[config.mk]
export PLATFORM = sky130hd
export DESIGN_NAME = acc_lut_arbiter
export DESIGN_NICKNAME = d
export VERILOG_FILES = /design/src/rtl/acc_lut_pkg.sv /design/src/rtl/acc_lut_rr_pick.sv /design/src/rtl/acc_lut_arbiter.sv
export SDC_FILE = /design/constraint.sdc
export NUM_CORES = 1
export LEC_CHECK = 0
export ABC_AREA = 0
export BUFFER_PORTS_ARGS = -buffer_cell sky130_fd_sc_hd__buf_2
export CAP_MARGIN = 20
export CORE_ASPECT_RATIO = 1.2
export CORE_MARGIN = 3
export CORE_UTILIZATION = 44
export DETAILED_ROUTE_END_ITERATION = 10
export HOLD_SLACK_MARGIN = 0.02
export PLACE_DENSITY = 0.77
export SYNTH_ARGS = -nofsm -noshare
export SYNTH_HDL_FRONTEND = slang
export SYNTH_SLANG_ARGS = --single-unit
[constraint.sdc]
create_clock -name clk -period 1.5 [get_ports clk]
set_input_delay 0.375 -clock clk [delete_from_list [all_inputs] [get_ports clk]]
set_output_delay 0.375 -clock clk [all_outputs]
set_load 0.005 [all_outputs]
[src/rtl/acc_lut_pkg.sv]
// Shared types and constants for the accumulator-constant LUT and its arbiter.
package acc_lut_pkg;

  localparam int unsigned ACC_LUT_KEY_W = 5;
  localparam int unsigned ACC_LUT_VAL_W = 8;
  localparam int unsigned ACC_LUT_NKEYS = 6;

  typedef enum logic [1:0] {
    IDLE,
    LOOKUP,
    RESP
  } arb_state_t;

  localparam logic [ACC_LUT_KEY_W-1:0] KEY_MAX  = 5'd0;
  localparam logic [ACC_LUT_KEY_W-1:0] KEY_63   = 5'd1;
  localparam logic [ACC_LUT_KEY_W-1:0] KEY_ZERO = 5'd2;
  localparam logic [ACC_LUT_KEY_W-1:0] KEY_ONE  = 5'd3;
  localparam logic [ACC_LUT_KEY_W-1:0] KEY_64   = 5'd4;
  localparam logic [ACC_LUT_KEY_W-1:0] KEY_65   = 5'd5;

  // Keys past the populated table entries read back as 0 and are flagged.
  function automatic logic key_is_miss(input logic [ACC_LUT_KEY_W-1:0] key);
    return key >= ACC_LUT_KEY_W'(ACC_LUT_NKEYS);
  endfunction

endpackage

[src/rtl/acc_lut_rr_pick.sv]
// One-hot grant selection: rotating priority from ptr with ACC_LUT_ARB_RR_EN defined,
// otherwise lowest set bit wins and ptr is ignored.
module acc_lut_rr_pick #(
  parameter int unsigned NREQ = 2,
  parameter int unsigned PtrW = 1
) (
  input  logic [NREQ-1:0] req,
  input  logic [PtrW-1:0] ptr,
  output logic [NREQ-1:0] grant
);

  logic found;

`ifdef ACC_LUT_ARB_RR_EN
  always_comb begin
    grant = '0;
    found = 1'b0;
    // Offset k walks the ring starting at ptr; the first requester found wins.
    for (int unsigned k = 0; k < NREQ; k++) begin
      for (int unsigned i = 0; i < NREQ; i++) begin
        if (!found && req[i] && (((32'(ptr) + k) % NREQ) == i)) begin
          grant[i] = 1'b1;
          found    = 1'b1;
        end
      end
    end
  end
`else
  logic unused_ptr;
  assign unused_ptr = ^ptr;

  always_comb begin
    grant = '0;
    found = 1'b0;
    for (int unsigned i = 0; i < NREQ; i++) begin
      if (!found && req[i]) begin
        grant[i] = 1'b1;
        found    = 1'b1;
      end
    end
  end
`endif

endmodule

[src/rtl/acc_lut_arbiter.sv]
// Shares the accumulator-constant LUT among NREQ requesters, one lookup per three cycles.
// Define ACC_LUT_ARB_RR_EN for round-robin arbitration; fixed priority otherwise.
module acc_lut_arbiter
  import acc_lut_pkg::*;
#(
  parameter int unsigned NREQ = 2
) (
  input  logic                                 clk,
  input  logic                                 reset,
  input  logic [NREQ-1:0]                      req_valid,
  input  logic [NREQ-1:0][ACC_LUT_KEY_W-1:0]   req_key,
  output logic [NREQ-1:0]                      req_ready,
  output logic                                 lut_en,
  output logic [ACC_LUT_KEY_W-1:0]             lut_key,
  input  logic [ACC_LUT_VAL_W-1:0]             lut_value,
  output logic [NREQ-1:0]                      rsp_valid,
  output logic [ACC_LUT_VAL_W-1:0]             rsp_value,
  output logic                                 rsp_miss,
  output logic                                 busy
);

  localparam int unsigned PtrW = (NREQ > 1) ? $clog2(NREQ) : 1;

  arb_state_t                 state_q, state_d;
  logic [PtrW-1:0]            grant_idx_q, grant_idx_d;
  logic [ACC_LUT_KEY_W-1:0]   key_q, key_d;
  logic [ACC_LUT_VAL_W-1:0]   rsp_value_q;
  logic                       rsp_miss_q;
  logic [PtrW-1:0]            rr_ptr;
  logic [NREQ-1:0]            pick_grant;
  logic [PtrW-1:0]            pick_idx;
  logic [ACC_LUT_KEY_W-1:0]   pick_key;
  logic                       accept;

  acc_lut_rr_pick #(
    .NREQ (NREQ),
    .PtrW (PtrW)
  ) u_pick (
    .req   (req_valid),
    .ptr   (rr_ptr),
    .grant (pick_grant)
  );

  always_comb begin
    pick_idx = '0;
    pick_key = '0;
    for (int unsigned i = 0; i < NREQ; i++) begin
      if (pick_grant[i]) begin
        pick_idx = PtrW'(i);
        pick_key = req_key[i];
      end
    end
  end

  // The picker only grants asserted requests, so any grant in IDLE is an accept.
  assign accept = (state_q == IDLE) && (|pick_grant);

`ifdef ACC_LUT_ARB_RR_EN
  logic [PtrW-1:0] rr_ptr_q, rr_ptr_d;

  always_comb begin
    rr_ptr_d = rr_ptr_q;
    if (state_q == RESP) begin
      rr_ptr_d = (32'(grant_idx_q) == NREQ - 1) ? '0 : grant_idx_q + 1'b1;
    end
  end

  always_ff @(posedge clk or posedge reset) begin
    if (reset) begin
      rr_ptr_q <= '0;
    end else begin
      rr_ptr_q <= rr_ptr_d;
    end
  end

  assign rr_ptr = rr_ptr_q;
`else
  assign rr_ptr = '0;
`endif

  always_ff @(posedge clk or posedge reset) begin
    if (reset) begin
      state_q     <= IDLE;
      grant_idx_q <= '0;
      key_q       <= '0;
    end else begin
      state_q     <= state_d;
      grant_idx_q <= grant_idx_d;
      key_q       <= key_d;
    end
  end

  always_comb begin
    state_d     = state_q;
    grant_idx_d = grant_idx_q;
    key_d       = key_q;
    unique case (state_q)
      IDLE: begin
        if (accept) begin
          state_d     = LOOKUP;
          grant_idx_d = pick_idx;
          key_d       = pick_key;
        end
      end
      LOOKUP:  state_d = RESP;
      RESP:    state_d = IDLE;
      default: state_d = IDLE;
    endcase
  end

  // Response data is held between lookups; only the strobe is one cycle wide.
  always_ff @(posedge clk or posedge reset) begin
    if (reset) begin
      rsp_value_q <= '0;
      rsp_miss_q  <= 1'b0;
    end else if (state_q == LOOKUP) begin
      rsp_value_q <= lut_value;
      rsp_miss_q  <= key_is_miss(key_q);
    end
  end

  always_comb begin
    req_ready = '0;
    lut_en    = 1'b0;
    lut_key   = '0;
    rsp_valid = '0;
    busy      = 1'b1;
    unique case (state_q)
      IDLE: begin
        req_ready = pick_grant;
        busy      = 1'b0;
      end
      LOOKUP: begin
        lut_en  = 1'b1;
        lut_key = key_q;
      end
      RESP: begin
        for (int unsigned i = 0; i < NREQ; i++) begin
          rsp_valid[i] = (32'(grant_idx_q) == i);
        end
      end
      default: busy = 1'b0;
    endcase
  end

  assign rsp_value = rsp_value_q;
  assign rsp_miss  = rsp_miss_q & (state_q == RESP);

endmodule

# After elaboration in Yosys (flattened, before gate mapping)
# Index checks and enable logic that the tools add are counted.
# totals
ff_bits,17
in_bits,22
output_inout_bits,20
word_cells,30
# classes
n_lt_le_gt_ge,1
eq_ne,3
muxes,12
bitwise,2
n_reduce_logical,7
# ops
op,count
2-to-1 mux 5 bit,3
2-to-1 mux 2 bit,3
greater-or-equal comparator 5 x 3 -> 1 bit (second input constant),1
2-to-1 mux 1 bit,5
one-hot mux 2 bit (2 select lines),1
OR reduction 2 bit,2
equality test 2 x 1 -> 1 bit (second input constant),1
equality test 2 bit (second input constant),1
logical AND 1 bit,2
logical NOT 2 bit,1
inequality test 2 bit (second input constant),1
AND reduction 2 bit,1
AND 1 bit,1
logical NOT 1 bit,1
NOT 1 bit,1

# Depth between registers and ports, before layout
# Gate-level depths: netlist of the first run.
# depth
word_depth,8
ltp_mapped,6
ltp_nobuf,4

# Cells and area by module
# A second synthesis of the first run with hierarchy kept.
# hier_totals
hier_cells,78
area_unflattened_um2,873.3
# modules_own_cells
mod,n_inst,cells_each,area_per_inst_um2,seq_area_each_um2
acc_lut_arbiter,1,76,852.1,425.4
acc_lut_rr_pick,1,2,21.3,0.0

# Least setup slack after synthesis of the first run
# OpenSTA, ideal clock, no wires.
# synth_timing
kind,reg-to-output
from,register state_q[1]
to,output port lut_key[3]
arrival_time_ns,1.047
required_time_ns,1.125
path_slack_ns,0.078
stages_incl_launch_ff,6
path_buffers,2
cell_sequence,dfrtp_1 -> inv_1 -> ha_1 -> buf_2 -> buf_6 -> and2_1
# synth_between
elab_chain_len,2
# synth_rtl
item,line_no,source
"start, declared",acc_lut_arbiter.sv:24,"arb_state_t state_q, state_d;"
"start signal, assigned",acc_lut_arbiter.sv:87,state_q <= state_d;
equality test 2 x 1 -> 1 bit,acc_lut_arbiter.sv:128,unique case (state_q)
2-to-1 mux 5 bit,acc_lut_arbiter.sv:128,
"end, declared",acc_lut_arbiter.sv:14,"output logic [ACC_LUT_KEY_W-1:0] lut_key,"
# No other way between the ends.

# Worst setup path after layout of the first run
# layout_timing
from,register state_q[0]
to,output port lut_key[1]
# Same word-level chain as after synthesis.

==> results of run 1 <==
==> power by group through the flow <==
stage / sequential [mW] / clock (mW) / combinational [mW]
6_report: 0.835 / 0.237 / 1.38
5_1_grt: 0.871 / 0.255 / 1.52
4_1_cts: 0.831 / 0.254 / 1.32
3_5_place_dp: 0.835 / 0 / 1.09
3_3_place_gp: 0.824 / 0 / 1.05
2_1_floorplan: 0.816 / 0 / 0.707
==> cells in the final DEF (no fill, tap or decap), drive strengths merged <==
cell type  instances
a21oi              3
mux2               9
nor3b              1
clkbuf             4
nand2              1
o31a               1
and3b              1
a211oi             1
o21a               1
buf               48
dfrtp             17
nor2b              1
nand4bb            5
inv                4
ha                 3
and2               7
nor2               1
o221a              5
==> cell type report <==
| type | count | area share, % |
|---|---|---|
| clock buffer | 4 | 2.15 |
| inverter | 4 | 1.23 |
| multi-input combinational | 40 | 35.5 |
| sequential | 17 | 34.8 |
| tap | 19 | 1.94 |
| timing repair buffer | 48 | 24.4 |
==> cells by family (layout without fill, tap and decap cells) <==
group,Yosys count,after routing,share of synthesized area (%)
mux,9,9,12.0
simple gates,17,17,16.3
buf+inv,9,56,7.00
flops,17,17,48.6
fa+ha+maj,3,3,4.29
compound gates,11,11,11.9
==> state kept, by name, indices dropped and copies added (netlist names) <==
signal,cells
rsp_value,8
key_q,5
state_q,2
grant_idx_q,1
rsp_miss_q,1
==> per-layer routing <==
layer | up-vias | GRT usage (%) | wire (microns)
met2 | 29 | 30.0 | 949
met4 | 0 | 2.76 | 0
met5 | - | 0 | 0
met1 | 328 | 14.3 | 646
met3 | 0 | 3.95 | 150
li1 | 332 | - | -
==> path summary, 6_finish.rpt <==
path | to | start | cells past startpoint | slack (ns)
min reg2reg | rsp_value[6] | rsp_value[6] | 1 | 0.51
max | lut_key[1] | state_q[0] | 4 | -0.14
max in group asynchronous | rsp_value[0] | reset | 3 | 1.24
min in group clk | rsp_value[6] | lut_value[6] | 2 | 0.32
max reg2reg | key_q[2] | state_q[0] | 6 | 0.06
min | rsp_value[5] | reset | 3 | 0.08
==> tightest hold or removal path, cell delays in order <==
cell	delay, ns
buf_2	0.10
inv_1	0.04
buf_4	0.22
==> what timing repair did <==
item                                    4_1_cts  5_1_grt
pin swaps                                     3        1
endpoints found under the setup margin       16       18
cloned                                        0        0
gates resized for setup                      12        7
hold buffers                                  0        0
buffers inserted                              3        0
==> results.sh, run 1 <==
export IMPL_outcome="complete, but fails checks"
export IMPL_violations="setup timing"
export IMPL_power_frac_seq_pct=34.1
export IMPL_row_count=17
export IMPL_multiInputGateArea_sq_um=434
export IMPL_grt_pass1_wl_microns=2700
export IMPL_power_switching_mw=0.784
export IMPL_drive_gt1_share_pct=69.9
export IMPL_fin_ws_ns=-0.139
export IMPL_fin_crit_sh_pct=109
export IMPL_die_area_sq_um=2560
export IMPL_grt_usage_pct=14.7
export IMPL_cts_tree="yes"
export IMPL_cap_violations=0
export IMPL_globalRoute_totalOverflow=0
export IMPL_portBuffers=41
export IMPL_fmax_mhz=610
export IMPL_ant_nets=0
export IMPL_hold_viol=0
export IMPL_ys_seq_area_share_pct=48.6
export IMPL_hp_class="primary input to async pin"
export IMPL_cp_required_ns=1.12
export IMPL_synth_largest_area_cell="dfrtp_1"
export IMPL_dr_pass1_iters=4
export IMPL_hpwl_microns=1360
export IMPL_finalSetupTns_ns=-1.17
export IMPL_totalPowerFinal_mw=2.45
export IMPL_async_reset_ff_share_pct=100
export IMPL_synth_edf_count=0
export IMPL_clock_latency_ns=0.28
export IMPL_synthTopCellsByArea="dfrtp_1 49%, mux2_2 10%, nand4bb_1 6.4%, o221a_2 6.4%, and2_1 5.0%"
export IMPL_leakage_nw=0.590
export IMPL_initial_core_util_pct=46.8
export IMPL_viasPerCell=5.22
export IMPL_drt_iter0_drc=4
export IMPL_post_synth_cell_area_avg_sq_um=13.3
export IMPL_power_density_nw_per_um2=2000
export IMPL_rsz0062_at_grt="yes"
export IMPL_clk_pin_slew_ns=0.09
export IMPL_place_congestion=0.684
export IMPL_placement_cell_area_sq_um=1100
export IMPL_maxSlewViolCount=0
export IMPL_io_pins=42
export IMPL_final_cells=132
export IMPL_yosys_warnings=0
export IMPL_grt_max_degree=18
export IMPL_start_kind="register"
export IMPL_cts_buffers=3
export IMPL_sw_frac_of_total_pct=32.0
export IMPL_critPathTopFamily="flip-flops"
export IMPL_area_delta_synth_final_pct=39.7
export IMPL_grt_pass1_vias=659
export IMPL_die_h_microns=54.9
export IMPL_cpPeakStageDelay_ns=0.43
export IMPL_setup_worst_path_end_class="output pin"
export IMPL_slew_headroom_pct=84.7
export IMPL_synth_cells=66
export IMPL_whs_ns=0.0801
export IMPL_fin_nets=139
export IMPL_remaining_drc_errors=0
export IMPL_irDropWorstVdd_v=0.000971
export IMPL_vias=689
export IMPL_synth_cell_area_sq_um=876
export IMPL_crit_buf_inv=2
export IMPL_synthTopCellsByCount="17 x dfrtp_1, 8 x mux2_2, 7 x and2_1"
export IMPL_antenna_found_initial=0
export IMPL_final_area_sq_um=1220
export IMPL_synthFlopType="dfrtp_1"
export IMPL_htree_levels=1
export IMPL_combPwrFrac_pct=56.2
export IMPL_cts_sinks=17
export IMPL_cts_root_buf="clkbuf_4"
export IMPL_min_period_ns=1.64
export IMPL_p_int_mw=1.66
export IMPL_yosysTopAreaCellShare_pct=48.6
export IMPL_cp_max_fo=7
export IMPL_tightest_slew_ns=0.227
export IMPL_antenna_cells=0
export IMPL_worstSetupPathType="register to output pin"
export IMPL_dp_cells=126
export IMPL_final_util_pct=65.4
export IMPL_core_area_sq_um=1870
export IMPL_ys_types=20
export IMPL_finalSetupViolations=11
export IMPL_ff_latch_area_sq_um=425
export IMPL_clock_path_buffers=2
export IMPL_final_setup_skew_ns=0.00222
export IMPL_fill_cells=165
export IMPL_dp_worst_setup_slack_ns=-0.00901
export IMPL_ys_ff_latch=17
export IMPL_crit_chain="buf_6, ha_4, and2_1, buf_2"
export IMPL_yosysMostFrequentCell="dfrtp_1"
export IMPL_wirelength_microns=1750
export IMPL_cp_data_arrival_time_ns=1.26
export IMPL_slowest_stage="dfrtp_1"
export IMPL_die_x_microns=46.7
export IMPL_wl_per_cell_microns=13.2
export IMPL_p_clk_share_pct=9.7
export IMPL_synthesis_nets=91
Note: power is estimated with default switching activity, not from simulation.
==> run 2, diff against run 1 <==
--- a/config.mk
+++ b/config.mk
@@ -9,7 +9,6 @@
 export BUFFER_PORTS_ARGS = -buffer_cell sky130_fd_sc_hd__buf_2
 export CAP_MARGIN = 20
 export CORE_ASPECT_RATIO = 1.2
-export CORE_MARGIN = 3
 export CORE_UTILIZATION = 44
 export DETAILED_ROUTE_END_ITERATION = 10
 export HOLD_SLACK_MARGIN = 0.02
==> run 2 against run 1 <==
The flow still finishes with violations (setup timing); register-to-register slack got worse by 0.07 ns; total power increased by 11%; non-clock buffer count increased by 6; clock skew increased by 0.0033 ns; clock power about the same; critical endpoint is now req_ready[1]; largest power group unchanged.
==> results.sh, run 2 (synthesis gave the netlist of run 1 again) <==
export IMPL_viasPerCell=5.11
export IMPL_fin_crit_sh_pct=110
export IMPL_remaining_drc_errors=0
export IMPL_min_period_ns=1.65
export IMPL_final_common_cell="buf_2"
export IMPL_fin_nets=145
export IMPL_cp_max_fo=4
export IMPL_irDropWorstVdd_v=0.00127
export IMPL_htree_levels=1
export IMPL_largest_register_ffs=8
export IMPL_setup_worst_path_end_class="output pin"
export IMPL_ant_nets=0
export IMPL_antenna_found_initial=0
export IMPL_clock_latency_ns=0.29
export IMPL_area_delta_synth_final_pct=50.4
export IMPL_combPwrFrac_pct=60.1
export IMPL_cts_sinks=17
export IMPL_power_switching_mw=0.851
export IMPL_most_common_layout_cells="35 x buf_2, 17 x dfrtp_1, 13 x buf_6"
export IMPL_wirelength_microns=1820
export IMPL_grt_pass1_wl_microns=3130
export IMPL_wl_per_cell_microns=13.2
export IMPL_fin_ws_ns=-0.148
export IMPL_whs_ns=0.0764
export IMPL_rsz0062_at_grt="yes"
export IMPL_sw_frac_of_total_pct=31.4
export IMPL_antenna_cells=0
export IMPL_die_h_microns=50.9
export IMPL_maxSlewViolCount=0
export IMPL_finalSetupViolations=15
export IMPL_cp_data_arrival_time_ns=1.27
export IMPL_clock_path_buffers=2
export IMPL_violations="setup timing"
export IMPL_leakage_nw=0.636
export IMPL_start_kind="register"
export IMPL_cap_violations=0
export IMPL_row_count=17
export IMPL_initial_core_util_pct=47.3
export IMPL_tightest_slew_ns=0.214
export IMPL_p_int_mw=1.86
export IMPL_clk_pin_slew_ns=0.09
export IMPL_slew_headroom_pct=85.8
export IMPL_globalRoute_totalOverflow=0
export IMPL_place_congestion=0.716
export IMPL_grt_max_degree=18
export IMPL_die_x_microns=42.7
export IMPL_dr_pass1_iters=4
export IMPL_hpwl_microns=1330
export IMPL_drt_iter0_drc=3
export IMPL_final_setup_skew_ns=0.00547
export IMPL_fmax_mhz=607
export IMPL_worstSetupPathType="register to output pin"
export IMPL_power_frac_seq_pct=31.1
export IMPL_dp_cells=125
export IMPL_vias=705
export IMPL_hold_viol=0
export IMPL_cts_root_buf="clkbuf_4"
export IMPL_cts_tree="yes"
export IMPL_rrSetupSlack_ns=-0.01
export IMPL_power_density_nw_per_um2=2060
export IMPL_p_clk_share_pct=8.8
export IMPL_io_pins=42
export IMPL_cts_buffers=3
export IMPL_portBuffers=41
export IMPL_totalPowerFinal_mw=2.71
export IMPL_die_area_sq_um=2170
export IMPL_cp_required_ns=1.12
export IMPL_finalSetupTns_ns=-1.31
export IMPL_drive_gt1_share_pct=72.3
export IMPL_final_cells=138
export IMPL_grt_pass1_vias=745
export IMPL_hp_class="primary input to async pin"
export IMPL_dp_worst_setup_slack_ns=-0.0324
export IMPL_core_area_sq_um=1850
export IMPL_grt_usage_pct=19.4
export IMPL_outcome="complete, but fails checks"
[run 2: routing by layer]
metal  wire (microns)  vias to the layer above  global-route usage [%]
met1              719                      328                    20.4
li1                 -                      341                       -
met5                0                        -                       0
met4               34                        0                    9.38
met2              959                       32                    36.1
met3              103                        4                    3.53
[run 2: worst max-delay path: stages, from the launching register on]
cell and delay, ns:
dfrtp_1 0.41, inv_2 0.08, ha_4 0.17, and3b_2 0.20, buf_2 0.12
[run 2: what timing repair did]
item | 4_1_cts | 5_1_grt
hold buffers | 0 | 0
setup endpoints to repair | 18 | 21
gates cloned | 0 | 0
gates resized for setup | 21 | 12
setup buffers | 8 | 1
pin swaps | 3 | 5
[run 2: area by class of cell]
cell class | instances | area (sq um)
clock buffer | 4 | 26.3
fill | 141 | 533
inverter | 4 | 15.0
multi-input combinational | 40 | 453
sequential | 17 | 425
tap | 19 | 23.8
timing repair buffer | 54 | 374
[run 2: stage by stage]
| stage | cell area, sq um | utilization, % |
|---|---|---|
| 6_report | 1320 | 71.2 |
| 3_3_place_gp | 1090 | 58.8 |
| 3_5_place_dp | 1090 | 58.8 |
| 4_1_cts | 1260 | 68.0 |
| 2_1_floorplan | 876 | - |
| 5_1_grt | 1320 | 71.2 |
[run 2: power groups by stage]
stage	Sequential (mW)	Combinational [mW]	Clock (mW)
final	0.845	1.63	0.239
after global routing	0.873	1.76	0.273
after CTS	0.837	1.48	0.247
after detailed placement	0.840	1.06	0
after global placement	0.823	1.03	0
after floorplan	0.816	0.707	0
[run 2: worst paths after layout]
| check | startpoint | to | cells after the start |
|---|---|---|---|
| worst max-delay path | state_q[1] | req_ready[1] | 4 |
| worst min register to register | rsp_value[1] | rsp_value[1] | 1 |
| min in group clk | lut_value[5] | rsp_value[5] | 2 |
| worst min-delay path | reset | rsp_value[7] | 3 |
| max in group asynchronous | reset | key_q[2] | 3 |
| worst max register to register | state_q[1] | key_q[1] | 7 |
